File: config.mk
export PLATFORM = sky130hd
export DESIGN_NAME = mem_stage
export DESIGN_NICKNAME = d
export VERILOG_FILES = /design/src/rtl/mem_stage_pkg.sv /design/src/rtl/mem_stage_load_ext.sv /design/src/rtl/mem_stage.sv
export SDC_FILE = /design/constraint.sdc
export NUM_CORES = 1
export LEC_CHECK = 0
export ABC_CLOCK_PERIOD_IN_PS = 10300
export CAP_MARGIN = 30
export CORE_ASPECT_RATIO = 0.6
export CORE_MARGIN = 2
export CORE_UTILIZATION = 45
export CTS_CLUSTER_DIAMETER = 150
export DETAILED_ROUTE_END_ITERATION = 10
export PLACE_DENSITY = 0.81
export SYNTH_ARGS = -nofsm -noshare
export SYNTH_HDL_FRONTEND = slang
export SYNTH_SLANG_ARGS = --single-unit
File: constraint.sdc
create_clock -name clk -period 10.3 [get_ports clk]
set_input_delay 2.575 -clock clk [delete_from_list [all_inputs] [get_ports clk]]
set_output_delay 2.575 -clock clk [all_outputs]
set_load 0.02 [all_outputs]
File: src/rtl/mem_stage_pkg.sv
// Shared definitions for the MEM stage.
//  - Bus widths for EX->MEM, MEM->WB and MEM->ID.
//  - Stall bus layout and the Stop/NoStop encodings.
//  - Bit positions of the one-hot load opcode.
//  - Packed view of the EX->MEM bus.
//  - The two states of the read-data hold buffer.
package mem_stage_pkg;

  localparam int EX_TO_MEM_WD = 81;
  localparam int MEM_TO_WB_WD = 70;
  localparam int MEM_TO_ID_WD = 38;
  localparam int STALL_WD     = 6;

  // Stall bus bit positions and encodings
  localparam int   STALL_EX  = 3;
  localparam int   STALL_MEM = 4;
  localparam logic STOP      = 1'b1;
  localparam logic NO_STOP   = 1'b0;

  // One-hot load opcode bits: {lb, lbu, lh, lhu, lw}
  localparam int LD_LB  = 4;
  localparam int LD_LBU = 3;
  localparam int LD_LH  = 2;
  localparam int LD_LHU = 1;
  localparam int LD_LW  = 0;

  typedef struct packed {
    logic [4:0]  ld_op;         // 80:76
    logic [31:0] pc;            // 75:44
    logic        data_ram_en;   // 43
    logic [3:0]  data_ram_wen;  // 42:39
    logic        sel_rf_res;    // 38
    logic        rf_we;         // 37
    logic [4:0]  rf_waddr;      // 36:32
    logic [31:0] ex_result;     // 31:0
  } ex_to_mem_t;

  typedef enum logic {
    HOLD_EMPTY = 1'b0,
    HOLD_HELD  = 1'b1
  } hold_state_t;

endpackage

File: src/rtl/mem_stage_load_ext.sv
// Load data extraction and extension (purely combinational).
//
// Ports:
//  rsel   in   32  SRAM read word (live or held)
//  addr   in    2  low address bits (byte offset)
//  ld_op  in    5  one-hot {lb, lbu, lh, lhu, lw}
//  data   out  32  extracted and sign/zero-extended load value
//
// For halfword loads addr[0] is ignored; misalignment is trapped upstream.
module load_ext
  import mem_stage_pkg::*;
(
  input  logic [31:0] rsel,
  input  logic [1:0]  addr,
  input  logic [4:0]  ld_op,
  output logic [31:0] data
);

  logic [7:0]  lanes [4];
  logic [7:0]  byte_sel;
  logic [15:0] half_sel;

  // Split the word into its four byte lanes
  genvar gi;
  generate
    for (gi = 0; gi < 4; gi++) begin : g_lane
      assign lanes[gi] = rsel[8*gi +: 8];
    end
  endgenerate

  assign byte_sel = lanes[addr];
  assign half_sel = addr[1] ? rsel[31:16] : rsel[15:0];

  always_comb begin
    data = rsel;
    if (ld_op[LD_LB]) begin
      data = {{24{byte_sel[7]}}, byte_sel};
    end else if (ld_op[LD_LBU]) begin
      data = {24'b0, byte_sel};
    end else if (ld_op[LD_LH]) begin
      data = {{16{half_sel[15]}}, half_sel};
    end else if (ld_op[LD_LHU]) begin
      data = {16'b0, half_sel};
    end
  end

endmodule

File: src/rtl/mem_stage.sv
// Memory-access stage between EX and WB.
//
// Registers the EX->MEM bus. The data SRAM returns its read word in the
// cycle after EX issued the request, which is the cycle the instruction
// sits in this stage. The stage then extracts and extends the load data.
// It drives the MEM->WB bus and the MEM->ID forwarding bus from that data.
//
// A one-entry hold buffer captures the read word on the first stalled
// cycle. A load stalled in MEM therefore keeps its value even if the SRAM
// output changes later.
//
// Ports:
//  clk              in   1   clock
//  rst              in   1   asynchronous, active-high reset
//  flush            in   1   turn the MEM register into a bubble
//  stall            in   6   stall bus (bit3 = EX, bit4 = MEM)
//  ex_to_mem_bus    in  81   {ld_op, pc, ram_en, ram_wen, sel_rf_res, rf_we, rf_waddr, ex_result}
//  data_sram_rdata  in  32   SRAM read word
//  mem_to_wb_bus    out 70   {mem_pc, rf_we, rf_waddr, rf_wdata}
//  mem_to_id_bus    out 38   {rf_we, rf_waddr, rf_wdata} forwarding copy
//  mem_is_load      out  1   instruction in MEM is a load
module mem_stage
  import mem_stage_pkg::*;
#(
  parameter bit HOLD_RDATA = 1'b1
) (
  input  logic                    clk,
  input  logic                    rst,
  input  logic                    flush,
  input  logic [STALL_WD-1:0]     stall,
  input  logic [EX_TO_MEM_WD-1:0] ex_to_mem_bus,
  input  logic [31:0]             data_sram_rdata,
  output logic [MEM_TO_WB_WD-1:0] mem_to_wb_bus,
  output logic [MEM_TO_ID_WD-1:0] mem_to_id_bus,
  output logic                    mem_is_load
);

  logic [EX_TO_MEM_WD-1:0] ex_to_mem_bus_r;
  ex_to_mem_t              bus_f;
  logic                    is_load;
  logic                    hold_valid;
  logic [31:0]             rdata_hold;
  logic [31:0]             rsel;
  logic [31:0]             load_data;
  logic [31:0]             rf_wdata;

  // Only the EX and MEM stall bits matter here
  logic unused_stall_bits;
  assign unused_stall_bits = ^{stall[5], stall[2:0]};

  // EX->MEM pipeline register. EX stalled while MEM runs means the
  // instruction in MEM moves on and nothing replaces it, so insert a bubble.
  always_ff @(posedge clk or posedge rst) begin
    if (rst) begin
      ex_to_mem_bus_r <= '0;
    end else if (flush) begin
      ex_to_mem_bus_r <= '0;
    end else if (stall[STALL_EX] == STOP && stall[STALL_MEM] == NO_STOP) begin
      ex_to_mem_bus_r <= '0;
    end else if (stall[STALL_EX] == NO_STOP) begin
      ex_to_mem_bus_r <= ex_to_mem_bus;
    end
  end

  assign bus_f   = ex_to_mem_bus_r;
  assign is_load = bus_f.data_ram_en && (bus_f.data_ram_wen == 4'b0) && (bus_f.ld_op != 5'b0);

  // Read-data hold buffer
  generate
    if (HOLD_RDATA) begin : g_hold
      hold_state_t state_reg;
      hold_state_t state_next;
      logic [31:0] rdata_hold_reg;

      always_comb begin
        state_next = state_reg;
        if (flush) begin
          state_next = HOLD_EMPTY;
        end else begin
          case (state_reg)
            HOLD_EMPTY: if (stall[STALL_MEM] == STOP && is_load) state_next = HOLD_HELD;
            HOLD_HELD:  if (stall[STALL_MEM] == NO_STOP)         state_next = HOLD_EMPTY;
            default:    state_next = HOLD_EMPTY;
          endcase
        end
      end

      always_ff @(posedge clk or posedge rst) begin
        if (rst) begin
          state_reg      <= HOLD_EMPTY;
          rdata_hold_reg <= '0;
        end else begin
          state_reg <= state_next;
          // Capture only on entry. The word is valid solely in the first MEM cycle.
          if (state_reg == HOLD_EMPTY && state_next == HOLD_HELD) begin
            rdata_hold_reg <= data_sram_rdata;
          end
        end
      end

      assign hold_valid = (state_reg == HOLD_HELD);
      assign rdata_hold = rdata_hold_reg;
    end else begin : g_no_hold
      assign hold_valid = 1'b0;
      assign rdata_hold = '0;
    end
  endgenerate

  assign rsel = hold_valid ? rdata_hold : data_sram_rdata;

  load_ext u_load_ext (
    .rsel  (rsel),
    .addr  (bus_f.ex_result[1:0]),
    .ld_op (bus_f.ld_op),
    .data  (load_data)
  );

  assign rf_wdata      = (bus_f.sel_rf_res && is_load) ? load_data : bus_f.ex_result;
  assign mem_to_wb_bus = {bus_f.pc, bus_f.rf_we, bus_f.rf_waddr, rf_wdata};
  assign mem_to_id_bus = {bus_f.rf_we, bus_f.rf_waddr, rf_wdata};
  assign mem_is_load   = is_load;

endmodule
==> metrics, run 1 <==
number of placed instances with taps included=823; cell count after synthesis=534; routed len/inst=20.2 microns; area of the die=14300 sq um; maxcap violations=0; static power due to leakage=3.67 nW; nets=795; global-route wire length before repair=26.7 mm; startpoint of the most critical setup path=data_sram_rdata[15]; required time of the critical path=7730 ps; cell types occupying the most area after synthesis=sky130_fd_sc_hd__dfrtp_1, sky130_fd_sc_hd__a22o_1, sky130_fd_sc_hd__buf_4, sky130_fd_sc_hd__mux2_1, sky130_fd_sc_hd__mux2i_1; largest buffer count on any clock path=2; share of final-layout standard cells stronger than drive strength 1=0.0978; RSZ-0062 raised after global routing=no; residual DRC count=0; Most used DFF post-synth=sky130_fd_sc_hd__dfrtp_1; total power divided by cell area=158 nW/um^2; largest fanout on the critical path=16; placeable core area=12900 sq um; total nets after synthesis=656; Netlist Area Pre-Place=6010 sq um; clock slew at reported path FFs=50 ps; global route total overflow=0; dpl hpwl=12.2 mm; via count of the first global-routing pass=4881; top cells by instance count after synthesis=sky130_fd_sc_hd__dfrtp_1, sky130_fd_sc_hd__a22o_1, sky130_fd_sc_hd__buf_4, sky130_fd_sc_hd__mux2_1, sky130_fd_sc_hd__nor2_1; Antenna Cells=0; worst voltage drop across the vdd grid=101 uV; IO Count=231; antenna violations before repair=0; Startpoint Class=primary input; uppermost layer routed=met4; pin count of the biggest net entering global routing=82; number of buffers inserted during clock tree synthesis=17; register-to-register setup slack=7860 ps; beginning of the worst hold path=g_hold.rdata_hold_reg[30]$_DFFE_PP0P_; portion of the clock cycle consumed by the worst path in the final layout=0.772; Hold/Removal Path Class=reg2reg; library cells used by synthesis=35; Synth-to-Final Area Change=40.3%; final instance count without filler cells=855; number of synthesized flops with an enable pin=0; flip-flop count of the largest register after layout=81; via density per instance=5.66; GRT Resource Usage Total=0.243; clock latency of the later-clocked register in the worst-skew pair=400 ps; Ys Warns=0; routed length on met1=8.22 mm; crit path time final=7950 ps; crit path kind=in2out; starting density of the core=0.465; worst hold path depth=1; clock tree root buffer cell=sky130_fd_sc_hd__clkbuf_16; Final Hold Vio Count=0; total wire length=17.3 mm; top cell type's share of synthesized area=0.475; final RePlAce weighted congestion=0.853; clock tree from TritonCTS=yes; cell with the most instances after synthesis=sky130_fd_sc_hd__dfrtp_1; Sink Count=114; flip-flop and latch count after synthesis=114; launching point of the worst reg2reg path=bus_f[78]$_DFFE_PP0P_; Worst Max-Slew Pin Slew=919 ps; H-tree levels=4; number of nets with antenna violations after detailed routing=0; first-pass iteration count of the detailed router=5; max-slew violation total from the final report=0; # setup viols final=0; async set-reset flop share out of synthesis=1.00; Die W=153 microns; PostCTS Resize Cnt=0; final cell utilization of the core=0.652; share of the yosys chip area belonging to registers=0.475; worst max-slew margin expressed relative to the limit=0.385; drt first-iter violations=380; via count of the routed design=4839; Total Negative Setup Slacks=0 ps; endpoint of the worst hold-timing path=g_hold.rdata_hold_reg[30]$_DFFE_PP0P_; depth of the worst register-to-register path=4; Cell Rows=32; arrival time at the worst endpoint=5380 ps; Met2 Wirelength=7.55 mm; met3 layer wire length in the routed design=1.28 mm; Avg Cell Area, Syn=11.3 sq um; run status=finished clean; port buffer count=226; cell type with the highest aggregate area in the netlist=sky130_fd_sc_hd__dfrtp_1; quantity of hold-fixing buffers added after cts=0; crit end category=output port; number of buffers inserted to repair setup after CTS=0; terminus of the critical flop-to-flop path=g_hold.rdata_hold_reg[6]$_DFFE_PP0P_; maximum achievable frequency=126 MHz; largest clock skew in the final design=5.11 ps; die outline height=93.5 microns
routing by layer:
metal / vias to the layer above / GRT usage
met5: - / 0
met4: 0 / 0.0748
met3: 20 / 0.0524
met2: 213 / 0.365
met1: 2427 / 0.352
li1: 2179 / -
how the worst max path moves through the flow:
stage               depth (start not counted)                 to
global placement                            6  mem_to_id_bus[18]
CTS                                         6  mem_to_id_bus[18]
detailed placement                          6  mem_to_id_bus[18]
global route                                6  mem_to_id_bus[18]
finish                                      6  mem_to_id_bus[18]
floorplan                                   6  mem_to_wb_bus[20]
final cells by class:
| class | count | area, sq um |
|---|---|---|
| Multi-Input combinational cell | 302 | 2410 |
| Inverter | 3 | 13.8 |
| Clock inverter | 10 | 109 |
| Clock buffer | 21 | 470 |
| Timing Repair Buffer | 235 | 2360 |
| Tap cell | 170 | 213 |
| Sequential cell | 114 | 2850 |
| Fill cell | 1003 | 4500 |
kinds of logic (layout without fill, tap and decap cells):
| family | count (synthesis) | after routing | synth area share |
|---|---|---|---|
| flip-flops | 114 | 114 | 0.475 |
| AND/OR/NAND/NOR | 72 | 72 | 0.0535 |
| multiplexers | 75 | 75 | 0.137 |
| AO/OA/AOI/OAI | 155 | 155 | 0.208 |
| buffers and inverters | 118 | 269 | 0.127 |
worst max-delay path, cell delays in order:
cell and delay, ps:
sky130_fd_sc_hd__clkdlybuf4s50_1 510, sky130_fd_sc_hd__mux4_2 480, sky130_fd_sc_hd__and3_1 200, sky130_fd_sc_hd__a31oi_2 720, sky130_fd_sc_hd__a31oi_1 270, sky130_fd_sc_hd__clkdlybuf4s50_1 610
through the flow:
step,instance area [sq um],worst slack [ps],total power [mW],hold WS (ps)
2_1_floorplan,6010,3580,0.652,459
3_3_place_gp,7800,2430,0.744,468
3_5_place_dp,7830,2380,0.755,477
4_1_cts,8410,2360,1.34,489
5_1_grt,8430,2220,1.38,497
6_report,8430,2350,1.33,487
layout by cell type, fill, tap and decap left out, types with 2 or more instances in the layout:
cell type | synthesis | layout
sky130_fd_sc_hd__inv_1 | 3 | 2
sky130_fd_sc_hd__nor3_1 | 2 | 2
sky130_fd_sc_hd__mux2_1 | 36 | 36
sky130_fd_sc_hd__nand2_1 | 21 | 21
sky130_fd_sc_hd__dfrtp_1 | 114 | 113
sky130_fd_sc_hd__bufinv_16 | 0 | 2
sky130_fd_sc_hd__a2bb2oi_1 | 9 | 9
sky130_fd_sc_hd__or2_2 | 6 | 6
sky130_fd_sc_hd__clkinvlp_4 | 0 | 2
sky130_fd_sc_hd__nor2b_1 | 2 | 2
sky130_fd_sc_hd__a22oi_1 | 6 | 6
sky130_fd_sc_hd__mux2i_1 | 24 | 24
sky130_fd_sc_hd__nor2_1 | 32 | 30
sky130_fd_sc_hd__a31oi_1 | 25 | 25
sky130_fd_sc_hd__nand2b_1 | 2 | 2
sky130_fd_sc_hd__mux2_2 | 14 | 14
sky130_fd_sc_hd__o211ai_1 | 9 | 9
sky130_fd_sc_hd__buf_4 | 76 | 6
sky130_fd_sc_hd__clkbuf_8 | 0 | 3
sky130_fd_sc_hd__nand3_1 | 2 | 2
sky130_fd_sc_hd__clkdlybuf4s50_1 | 0 | 226
sky130_fd_sc_hd__nor2_4 | 0 | 2
sky130_fd_sc_hd__a21oi_1 | 7 | 7
sky130_fd_sc_hd__clkinv_2 | 0 | 5
sky130_fd_sc_hd__a22o_1 | 87 | 87
sky130_fd_sc_hd__clkbuf_16 | 0 | 17
sky130_fd_sc_hd__a21o_1 | 6 | 6
power breakdown:
group          switching, mW  internal, mW  total, mW
Clock                  0.210         0.372      0.582
Sequential            0.0248         0.491      0.515
Combinational          0.110         0.123      0.233
Total                  0.344         0.985       1.33
Note: power is estimated with default switching activity, not from simulation.
==> inputs of run 2 (changes only) <==
--- a/config.mk
+++ b/config.mk
@@ -5,7 +5,7 @@
 export SDC_FILE = /design/constraint.sdc
 export NUM_CORES = 1
 export LEC_CHECK = 0
-export ABC_CLOCK_PERIOD_IN_PS = 10300
+export ABC_CLOCK_PERIOD_IN_PS = 7450
 export CAP_MARGIN = 30
 export CORE_ASPECT_RATIO = 0.6
 export CORE_MARGIN = 2
==> constraint.sdc (replaced) <==
create_clock -name clk -period 7.45 [get_ports clk]
set_input_delay 1.8625 -clock clk [delete_from_list [all_inputs] [get_ports clk]]
set_output_delay 1.8625 -clock clk [all_outputs]
set_load 0.02 [all_outputs]
==> run 2 against run 1 <==
  * Final cell count shrank 0.47%
  * First-iteration DRC count shrank 24%
  * Cell area is essentially flat
  * Clock skew grew 9.2 ps
  * Critical endpoint is now mem_to_id_bus[26]
  * Largest power group unchanged
  * Highest routed layer unchanged
==> metrics, run 2 (same netlist as run 1, synthesis figures left out) <==
commonest cells after routing, fill and taps aside=sky130_fd_sc_hd__clkdlybuf4s50_1, sky130_fd_sc_hd__dfrtp_1, sky130_fd_sc_hd__a22o_1; flip-flop count of the largest register after layout=81 (unchanged); largest clock skew in the final design=14.3 ps (+9.23 ps); pin count of the biggest net entering global routing=82 (unchanged); port buffer count=226 (unchanged); final cell utilization of the core=0.652 (about the same); largest fanout on the critical path=16 (unchanged); number of nets with antenna violations after detailed routing=0 (unchanged); total wire length=17.3 mm (+0.43%); Startpoint Class=primary input; number of buffers inserted to repair setup after CTS=0 (unchanged); PostCTS Resize Cnt=0 (unchanged); clock tree root buffer cell=sky130_fd_sc_hd__clkbuf_16; cell area reported after detailed placement=7800 sq um (-0.35%); IO Count=231 (unchanged); global-route wire length before repair=26.5 mm (-0.90%); maxcap violations=0 (unchanged); max-slew violation total from the final report=0 (unchanged); via density per instance=5.61 (-0.94%); crit path time final=6430 ps; global route total overflow=0 (unchanged); arrival time at the worst endpoint=4560 ps (-820 ps); starting density of the core=0.465 (unchanged); Total Negative Setup Slacks=0 ps (unchanged); total power draw=1.88 mW (+41%); worst max-slew margin expressed relative to the limit=0.372 (-0.0131); via count of the first global-routing pass=4667 (-4.4%); crit end category=output port; via count of the routed design=4771 (-1.4%); post-layout instance area=8430 sq um (about the same); GRT Resource Usage Total=0.242 (-0.00151); portion of the clock cycle consumed by the worst path in the final layout=0.863; quantity of hold-fixing buffers added after cts=0 (unchanged); number of buffers inserted during clock tree synthesis=17 (unchanged); dpl hpwl=12.2 mm (about the same); # setup viols final=0 (unchanged); final RePlAce weighted congestion=0.861 (+0.95%); run status=finished clean; final instance count without filler cells=851 (-0.47%); nets=794 (-0.13%); routed len/inst=20.4 microns (+0.91%); worst voltage drop across the vdd grid=145 uV (+44%); maximum achievable frequency=156 MHz; most common cell after layout, fill and taps aside=sky130_fd_sc_hd__clkdlybuf4s50_1; Antenna Cells=0 (unchanged); area of the die=14300 sq um (unchanged); die outline height=93.5 microns (unchanged); static power due to leakage=3.67 nW (+0.16%); Hold/Removal Path Class=reg2reg; Sink Count=114 (unchanged); required time of the critical path=5590 ps (-2140 ps); Synth-to-Final Area Change=40.3% (about the same); antenna violations before repair=0 (unchanged); Die W=153 microns (unchanged); drt first-iter violations=289 (-24%); placeable core area=12900 sq um (unchanged); number of placed instances with taps included=822 (-0.12%); total power divided by cell area=222 nW/um^2 (+41%); RSZ-0062 raised after global routing=no; crit path kind=in2out; largest buffer count on any clock path=2 (unchanged); clock slew at reported path FFs=50 ps (about the same); clock latency of the later-clocked register in the worst-skew pair=410 ps (about the same); Cell Rows=32 (unchanged); share of final-layout standard cells stronger than drive strength 1=0.0940 (-0.00383); residual DRC count=0 (unchanged); H-tree levels=4 (unchanged); Final Hold Vio Count=0 (unchanged); first-pass iteration count of the detailed router=5 (unchanged); Worst Max-Slew Pin Slew=942 ps (+22.5 ps); number of filler instances in the final layout=989 (-1.4%); clock tree from TritonCTS=yes
[run 2: cell count changes in the layout (fill, tap and decap cells not counted), sizes merged]
cell      change
clkbuf        +2
clkinvlp      -2
buf           -1
clkinv        -4
bufinv        +1
[run 2: final timing paths]
path	startpoint	endpoint	slack [ps]	cells past startpoint
worst min register to register	g_hold.rdata_hold_reg[25]$_DFFE_PP0P_	g_hold.rdata_hold_reg[25]$_DFFE_PP0P_	490	1
max in group asynchronous	rst	g_hold.rdata_hold_reg[17]$_DFFE_PP0P_	4240	3
worst min-delay path	g_hold.rdata_hold_reg[25]$_DFFE_PP0P_	g_hold.rdata_hold_reg[25]$_DFFE_PP0P_	490	1
worst max-delay path	data_sram_rdata[15]	mem_to_id_bus[26]	1020	6
min in group asynchronous	rst	bus_f[30]$_DFFE_PP0P_	1950	2
worst max register to register	bus_f[78]$_DFFE_PP0P_	g_hold.rdata_hold_reg[1]$_DFFE_PP0P_	5000	4
[run 2: through the flow]
stage / setup WS (ps) / hold WS [ps]
after floorplan: 2150 / 459
after global placement: 1020 / 468
after detailed placement: 1020 / 475
after CTS: 1020 / 487
after global routing: 866 / 503
final: 1020 / 485
[run 2: per-layer routing]
metal / up-vias / part of all wire / track usage
li1: 2163 / - / -
met1: 2368 / 0.48 / 0.357
met2: 226 / 0.44 / 0.354
met3: 14 / 0.078 / 0.0547
met4: 0 / 0.0096 / 0.0710
met5: - / 0 / 0
[run 2: where the power goes]
group / total (mW) / leakage, nW / switching (mW) / internal, mW
sequential: 0.713 / 1.52 / 0.0345 / 0.679
combinational: 0.320 / 1.85 / 0.152 / 0.168
clock: 0.842 / 0.303 / 0.271 / 0.571
total: 1.88 / 3.67 / 0.458 / 1.42
[run 2: layout make-up]
type	instances	area (sq um)	share of cell area
flip-flops and latches	114	2850	0.339
well taps	170	213	0.0252
repair buffers	234	2330	0.277
clock buffers	23	508	0.0603
clock inverters	5	100	0.0119
inverters	3	13.8	0.00163
multi-input cells	302	2410	0.286
[run 2: critical path, cell delays in order]
cell                              delay [ps]
sky130_fd_sc_hd__clkdlybuf4s50_1         490
sky130_fd_sc_hd__mux4_2                  470
sky130_fd_sc_hd__and3_1                  200
sky130_fd_sc_hd__a31oi_2                 680
sky130_fd_sc_hd__a31oi_1                 260
sky130_fd_sc_hd__clkdlybuf4s50_1         600
==> inputs of run 3 (changes only) <==
--- a/config.mk
+++ b/config.mk
@@ -5,6 +5,7 @@
 export SDC_FILE = /design/constraint.sdc
 export NUM_CORES = 1
 export LEC_CHECK = 0
+export ABC_AREA = 0
 export ABC_CLOCK_PERIOD_IN_PS = 7450
 export CAP_MARGIN = 30
 export CORE_ASPECT_RATIO = 0.6
==> results of run 3 <==
The final DEF is identical to that of run 2; final timing and power are the same.
